===== src/rtl/led_pkg.sv =====
// led_pkg: shared types and defaults for the LED frame serializer.
//   led_state_e  - serializer FSM state
//   LED_WORD_W   - default bits per LED colour word
//   LED_COUNT    - default LEDs (words) per frame
package led_pkg;

    localparam int LED_WORD_W = 24;
    localparam int LED_COUNT  = 64;

    typedef enum logic [1:0] {
        ST_IDLE  = 2'd0,
        ST_LOAD  = 2'd1,
        ST_SHIFT = 2'd2
    } led_state_e;

endpackage


===== src/rtl/led_frame_serializer_buf.sv =====
// led_word_buffer: one-entry valid/ready holding register used as the
// prefetch slot of the LED frame serializer.
// Ports:
//   clk, rst              - clock, synchronous active-high reset
//   clr                   - drop any held word
//   wr_valid_i/wr_data_i  - push side; a push happens when wr_ready_o is high
//   wr_ready_o            - slot is empty
//   rd_valid_o/rd_data_o  - held word
//   rd_ready_i            - pop the held word
module led_word_buffer
    import led_pkg::*;
#(
    parameter int W = LED_WORD_W
) (
    input  logic         clk,
    input  logic         rst,
    input  logic         clr,
    input  logic         wr_valid_i,
    input  logic [W-1:0] wr_data_i,
    output logic         wr_ready_o,
    output logic         rd_valid_o,
    output logic [W-1:0] rd_data_o,
    input  logic         rd_ready_i
);

    logic         full_q;
    logic [W-1:0] data_q;

    assign wr_ready_o = !full_q;
    assign rd_valid_o = full_q;
    assign rd_data_o  = data_q;

    always_ff @(posedge clk) begin
        if (rst || clr) begin
            full_q <= 1'b0;
            data_q <= '0;
        end else if (wr_valid_i && !full_q) begin
            full_q <= 1'b1;
            data_q <= wr_data_i;
        end else if (rd_ready_i && full_q) begin
            full_q <= 1'b0;
        end
    end

endmodule


===== src/rtl/led_frame_serializer.sv =====
// led_frame_serializer: accepts N_LEDS colour words per frame over a
// valid/ready stream and shifts each out MSB-first, one bit per bit_req.
// Ports:
//   clk, rst            - clock, synchronous active-high reset
//   start               - begin a frame (ignored while busy)
//   in_valid/in_data    - word stream in; in_ready accepts it
//   bit_req             - downstream asks for the next bit
//   bit_out/bit_valid   - serial bit, bit_valid pulses when bit_out is new
//   busy                - frame in progress
//   done                - pulses with the final bit of the frame
//   underrun            - sticky, bit_req arrived with no word loaded
// Build option: LED_SERIALIZER_PREFETCH_EN adds a one-word prefetch slot
// (led_word_buffer) so consecutive words are shifted without a gap.
module led_frame_serializer
    import led_pkg::*;
#(
    parameter int W      = LED_WORD_W,
    parameter int N_LEDS = LED_COUNT
) (
    input  logic         clk,
    input  logic         rst,
    input  logic         start,
    input  logic         in_valid,
    input  logic [W-1:0] in_data,
    output logic         in_ready,
    input  logic         bit_req,
    output logic         bit_out,
    output logic         bit_valid,
    output logic         busy,
    output logic         done,
    output logic         underrun
);

    localparam int BCW = $clog2(W + 1);
    localparam int WCW = $clog2(N_LEDS + 1);
    localparam logic [BCW-1:0] BIT_LAST  = BCW'(W - 1);
    localparam logic [WCW-1:0] WORD_LAST = WCW'(N_LEDS);

    led_state_e     state_q, state_d;
    logic [W-1:0]   shreg_q, shreg_d;
    logic [BCW-1:0] bit_cnt_q, bit_cnt_d;
    logic [WCW-1:0] word_cnt_q, word_cnt_d;
    logic           bit_out_q, bit_out_d;
    logic           bit_valid_q, bit_valid_d;
    logic           done_q, done_d;
    logic           underrun_q, underrun_d;
    logic           accept;
    logic           last_bit;

`ifdef LED_SERIALIZER_PREFETCH_EN
    logic         buf_wr_ready;
    logic         buf_valid;
    logic [W-1:0] buf_data;
    logic         buf_pop;
    logic         buf_push;

    assign in_ready = (state_q != ST_IDLE) && buf_wr_ready && (word_cnt_q != WORD_LAST);
    // A word arriving exactly as the current word finishes goes straight into
    // the shift register; only words arriving mid-word are parked.
    assign buf_push = accept && (state_q == ST_SHIFT) && !(bit_req && last_bit);

    led_word_buffer #(.W(W)) u_buf (
        .clk        (clk),
        .rst        (rst),
        .clr        (start && (state_q == ST_IDLE)),
        .wr_valid_i (buf_push),
        .wr_data_i  (in_data),
        .wr_ready_o (buf_wr_ready),
        .rd_valid_o (buf_valid),
        .rd_data_o  (buf_data),
        .rd_ready_i (buf_pop)
    );
`else
    assign in_ready = (state_q == ST_LOAD);
`endif

    assign accept   = in_valid && in_ready;
    assign last_bit = (bit_cnt_q == BIT_LAST);

    assign busy      = (state_q != ST_IDLE);
    assign bit_out   = bit_out_q;
    assign bit_valid = bit_valid_q;
    assign done      = done_q;
    assign underrun  = underrun_q;

    always_comb begin
        state_d     = state_q;
        shreg_d     = shreg_q;
        bit_cnt_d   = bit_cnt_q;
        word_cnt_d  = word_cnt_q;
        bit_out_d   = bit_out_q;
        bit_valid_d = 1'b0;
        done_d      = 1'b0;
        underrun_d  = underrun_q;
`ifdef LED_SERIALIZER_PREFETCH_EN
        buf_pop     = 1'b0;
`endif
        case (state_q)
            ST_IDLE: begin
                if (start) begin
                    underrun_d = 1'b0;
                    bit_cnt_d  = '0;
                    word_cnt_d = '0;
                    state_d    = ST_LOAD;
                end
            end
            ST_LOAD: begin
                // The word is not shiftable until the cycle after its
                // handshake, so any request here is lost.
                if (bit_req) begin
                    underrun_d = 1'b1;
                end
                if (accept) begin
                    shreg_d    = in_data;
                    word_cnt_d = word_cnt_q + 1'b1;
                    state_d    = ST_SHIFT;
                end
            end
            ST_SHIFT: begin
                if (accept) begin
                    word_cnt_d = word_cnt_q + 1'b1;
                end
                if (bit_req) begin
                    bit_out_d   = shreg_q[W-1];
                    bit_valid_d = 1'b1;
                    shreg_d     = {shreg_q[W-2:0], 1'b0};
                    bit_cnt_d   = bit_cnt_q + 1'b1;
                    if (last_bit) begin
                        bit_cnt_d = '0;
`ifdef LED_SERIALIZER_PREFETCH_EN
                        if (buf_valid) begin
                            shreg_d = buf_data;
                            buf_pop = 1'b1;
                        end else if (accept) begin
                            shreg_d = in_data;
                        end else if (word_cnt_q == WORD_LAST) begin
                            done_d  = 1'b1;
                            state_d = ST_IDLE;
                        end else begin
                            state_d = ST_LOAD;
                        end
`else
                        if (word_cnt_q == WORD_LAST) begin
                            done_d  = 1'b1;
                            state_d = ST_IDLE;
                        end else begin
                            state_d = ST_LOAD;
                        end
`endif
                    end
                end
            end
            default: state_d = ST_IDLE;
        endcase
    end

    always_ff @(posedge clk) begin
        if (rst) begin
            state_q     <= ST_IDLE;
            shreg_q     <= '0;
            bit_cnt_q   <= '0;
            word_cnt_q  <= '0;
            bit_out_q   <= 1'b0;
            bit_valid_q <= 1'b0;
            done_q      <= 1'b0;
            underrun_q  <= 1'b0;
        end else begin
            state_q     <= state_d;
            shreg_q     <= shreg_d;
            bit_cnt_q   <= bit_cnt_d;
            word_cnt_q  <= word_cnt_d;
            bit_out_q   <= bit_out_d;
            bit_valid_q <= bit_valid_d;
            done_q      <= done_d;
            underrun_q  <= underrun_d;
        end
    end

endmodule


===== config.mk =====
export PLATFORM = sky130hd
export DESIGN_NAME = led_frame_serializer
export DESIGN_NICKNAME = d
export VERILOG_FILES = /design/src/rtl/led_pkg.sv /design/src/rtl/led_frame_serializer_buf.sv /design/src/rtl/led_frame_serializer.sv
export SDC_FILE = /design/constraint.sdc
export NUM_CORES = 1
export LEC_CHECK = 0
export BUFFER_PORTS_ARGS = -buffer_cell sky130_fd_sc_hd__buf_4
export CORE_MARGIN = 10
export CORE_UTILIZATION = 40
export CTS_BUF_LIST = sky130_fd_sc_hd__clkbuf_2
export CTS_CLUSTER_SIZE = 16
export DETAILED_ROUTE_END_ITERATION = 10
export GPL_ROUTABILITY_DRIVEN = 0
export PLACE_DENSITY = 0.57
export SLEW_MARGIN = 20
export SYNTH_ARGS = -nofsm -noshare
export SYNTH_HDL_FRONTEND = slang
export SYNTH_SLANG_ARGS = --single-unit

===== constraint.sdc =====
create_clock -name clk -period 5.8 [get_ports clk]
set_clock_uncertainty 0.15 [all_clocks]
set_input_delay 0.29 -clock clk [delete_from_list [all_inputs] [get_ports clk]]
set_output_delay 0.29 -clock clk [all_outputs]
set_load 0.02 [all_outputs]

==> summary.md <==
| Metric | Value |
|---|---|
| Status | `finished clean` |
| First-pass GRT wire length | `7.29 mm` |
| Sequential element share of the synthesized area | `0.405` |
| Largest net degree at the start of global routing | `49` |
| DR WL/cell | `12.9 µm` |
| Share of layout cells above drive strength 1 | `0.205` |
| Routed vias | `1630` |
| Antenna Nets Post-Route | `0` |
| Post-synth top cells | `dfxtp_1, nor2_1, mux2i_1` |
| Resize count post-CTS | `0` |
| CP arrival | `2.74 ns` |
| Kind of critical path | `flop to flop` |
| Placed Area | `2360 µm²` |
| Most frequent cell after synthesis | `dfxtp_1` |
| Most Crowded Layer GR | `met2` |
| Antenna cells | `0` |
| Slew @ Worst Pin | `0.939 ns` |
| Average instance area after synthesis | `9.40 µm²` |
| Global Route met3 Usage | `0.0465` |
| Yosys warning count | `0` |
| Ports | `35` |
| Hold Vio Cnt, Final | `0` |
| Setup repair bufs after CTS | `0` |
| # clock sinks | `42` |
| CP required | `5.99 ns` |
| DRT iter0 DRCs | `51` |
| VDD IR max | `0.181 mV` |
| Total CTS buffers | `5` |
| Design Area, Final | `2540 µm²` |
| DR pass1 iterations | `4` |
| Met1 Use GR | `0.129` |
| Pwr Density | `427 nW/µm²` |
| Die Y | `92.1 µm` |
| Setup TNS | `0 ns` |
| Initial antenna violation count | `0` |
| Post-Syn Nets | `258` |
| Die width | `92.1 µm` |
| Max_cap viols | `0` |
| Yosys cell types | `38` |
| Slew HR | `0.374` |
| Tightest Hold Check Type | `primary input to flop` |
| GRT overflow | `0` |
| Synthesized instance count | `221` |
| Std-Cell Rows | `26` |
| CP endpoint kind | `flop` |
| Largest area contributor in the netlist | `dfxtp_1` |
| Synth Register Bits | `42` |
| Met2 usage | `0.153` |
| RSZ-0062 raised after global routing | `no` |
| Clk buf depth | `2` |
| Root Buffer | `clkbuf_2` |
| Design Power | `1.09 mW` |
| Number of synthesized flops with an enable pin | `0` |
| Endpoints failing setup | `0` |
| Die footprint | `8480 µm²` |
| Area contributors post-synth | `dfxtp_1, mux2i_1, a211oi_1` |
| Routed WL | `4.23 mm` |
| Initial Util | `0.410` |
| Fraction of registers with async set/reset | `0` |
| FMAX | `392 MHz` |
| Post-detail-place hpwl | `2.98 mm` |
| Period utilisation layout | `0.440` |
| Clock slew at reported path FFs | `0.24 ns` |
| Core area | `5070 µm²` |
| Final Critical Period | `2.55 ns` |
| CTS HTree Levels | `2` |
| # hold bufs at CTS | `7` |
| Netlist Area Pre-Place | `2080 µm²` |
| CTS tree | `built` |
| Drt drc | `0` |
| Post-synth top area share | `0.405` |
| Critical path peak fanout | `48` |
| Vias in the first global route | `1620` |
| GRT Overall Usage | `0.103` |
| Predominant post-synthesis flop cell | `dfxtp_1` |
| Area Overhead vs Synth | `22.5%` |
| Lkg Pwr | `0.952 nW` |
| Vias per std cell | `4.95` |
| Port bufs | `34` |
| Final number of max-transition violations | `0` |
| CP Launch Type | `flop` |
| Final nets | `295` |
| Worst skew pair latency | `0.43 ns` |
flip-flops by register name, indices dropped and copies added, names as in the netlist:
register and cells:
underrun 1, bit_cnt_q 5, shreg_q 24, bit_out 1, word_cnt_q 7, bit_valid 1
done 1, state_q 2
final timing paths:
check                           startpoint          end  slack, ns  cells after the start
worst max-delay path            state_q[0]  shreg_q[17]       3.25                      7
worst min-delay path            in_data[2]   shreg_q[2]       0.02                      3
worst max register to register  state_q[0]  shreg_q[17]       3.25                      7
worst min register to register  shreg_q[0]   shreg_q[0]       0.34                      2
layout by cell type, fill, tap and decap left out, types with 2 or more instances in the layout:
cell type,Yosys,layout
bufinv_16,0,2
nor4b_2,2,2
o31ai_1,2,2
a211oi_1,23,23
mux2i_1,24,24
nand3_1,7,7
nand2_1,9,9
nor3_1,6,6
buf_4,5,35
clkbuf_2,0,5
a21oi_1,7,7
xnor2_1,5,5
nand3b_1,3,3
nor3b_1,2,2
o21ai_0,6,6
inv_1,6,6
nor2_1,35,35
dfxtp_1,42,42
dlygate4sd3_1,0,9
nand2b_1,2,2
ha_1,8,7
layer usage:
layer	share of wire	wire (µm)
met1	0.50	2110
met2	0.42	1790
met3	0.065	274
met4	0.012	51
met5	0	0
report_power, final:
part,switching (mW),internal [mW]
Sequential,0.0518,0.384
Clock,0.104,0.117
Combinational,0.246,0.185
Total,0.402,0.686
worst max-delay path, cell delays in order (launching register included):
cell,delay (ns)
dfxtp_1,0.39
inv_1,0.11
ha_2,0.82
nor2_1,0.16
nor3_4,0.15
buf_4,0.41
nor2_1,0.07
a211oi_1,0.22
per-stage QoR:
| stage | instances | util | setup slack [ns] | hold slack, ns |
|---|---|---|---|---|
| 2_1_floorplan | 221 | - | 3.94 | 0.294 |
| 3_3_place_gp | 312 | 0.465 | 3.29 | 0.309 |
| 3_5_place_dp | 312 | 0.465 | 3.25 | 0.312 |
| 4_1_cts | 327 | 0.498 | 3.22 | 0.00353 |
| 5_1_grt | 329 | 0.501 | 2.95 | 0.00495 |
| 6_report | 329 | 0.501 | 3.25 | 0.0219 |
final cells by class:
| type | count | area (µm²) |
|---|---|---|
| Fill cell | 519 | 2530 |
| Clock buffer | 5 | 25.0 |
| Timing Repair Buffer | 44 | 353 |
| Sequential cell | 42 | 841 |
| Clock inverter | 3 | 68.8 |
| Multi-Input combinational cell | 159 | 1150 |
| Inverter | 6 | 22.5 |
| Tap cell | 70 | 87.6 |
cells by family (layout without fill, tap and decap cells):
family,Yosys count,after routing,share of synthesized area
AOI/OAI and AO/OA,44,44,0.154
xor gates and xnor gates,5,5,0.0211
adders and majority gates,8,8,0.0482
buffers and inverters,20,58,0.0476
DFF,42,42,0.405
muxes,26,26,0.128
and+or+nand+nor,76,76,0.197
No activity file was read; power rests on OpenSTA's default activity.
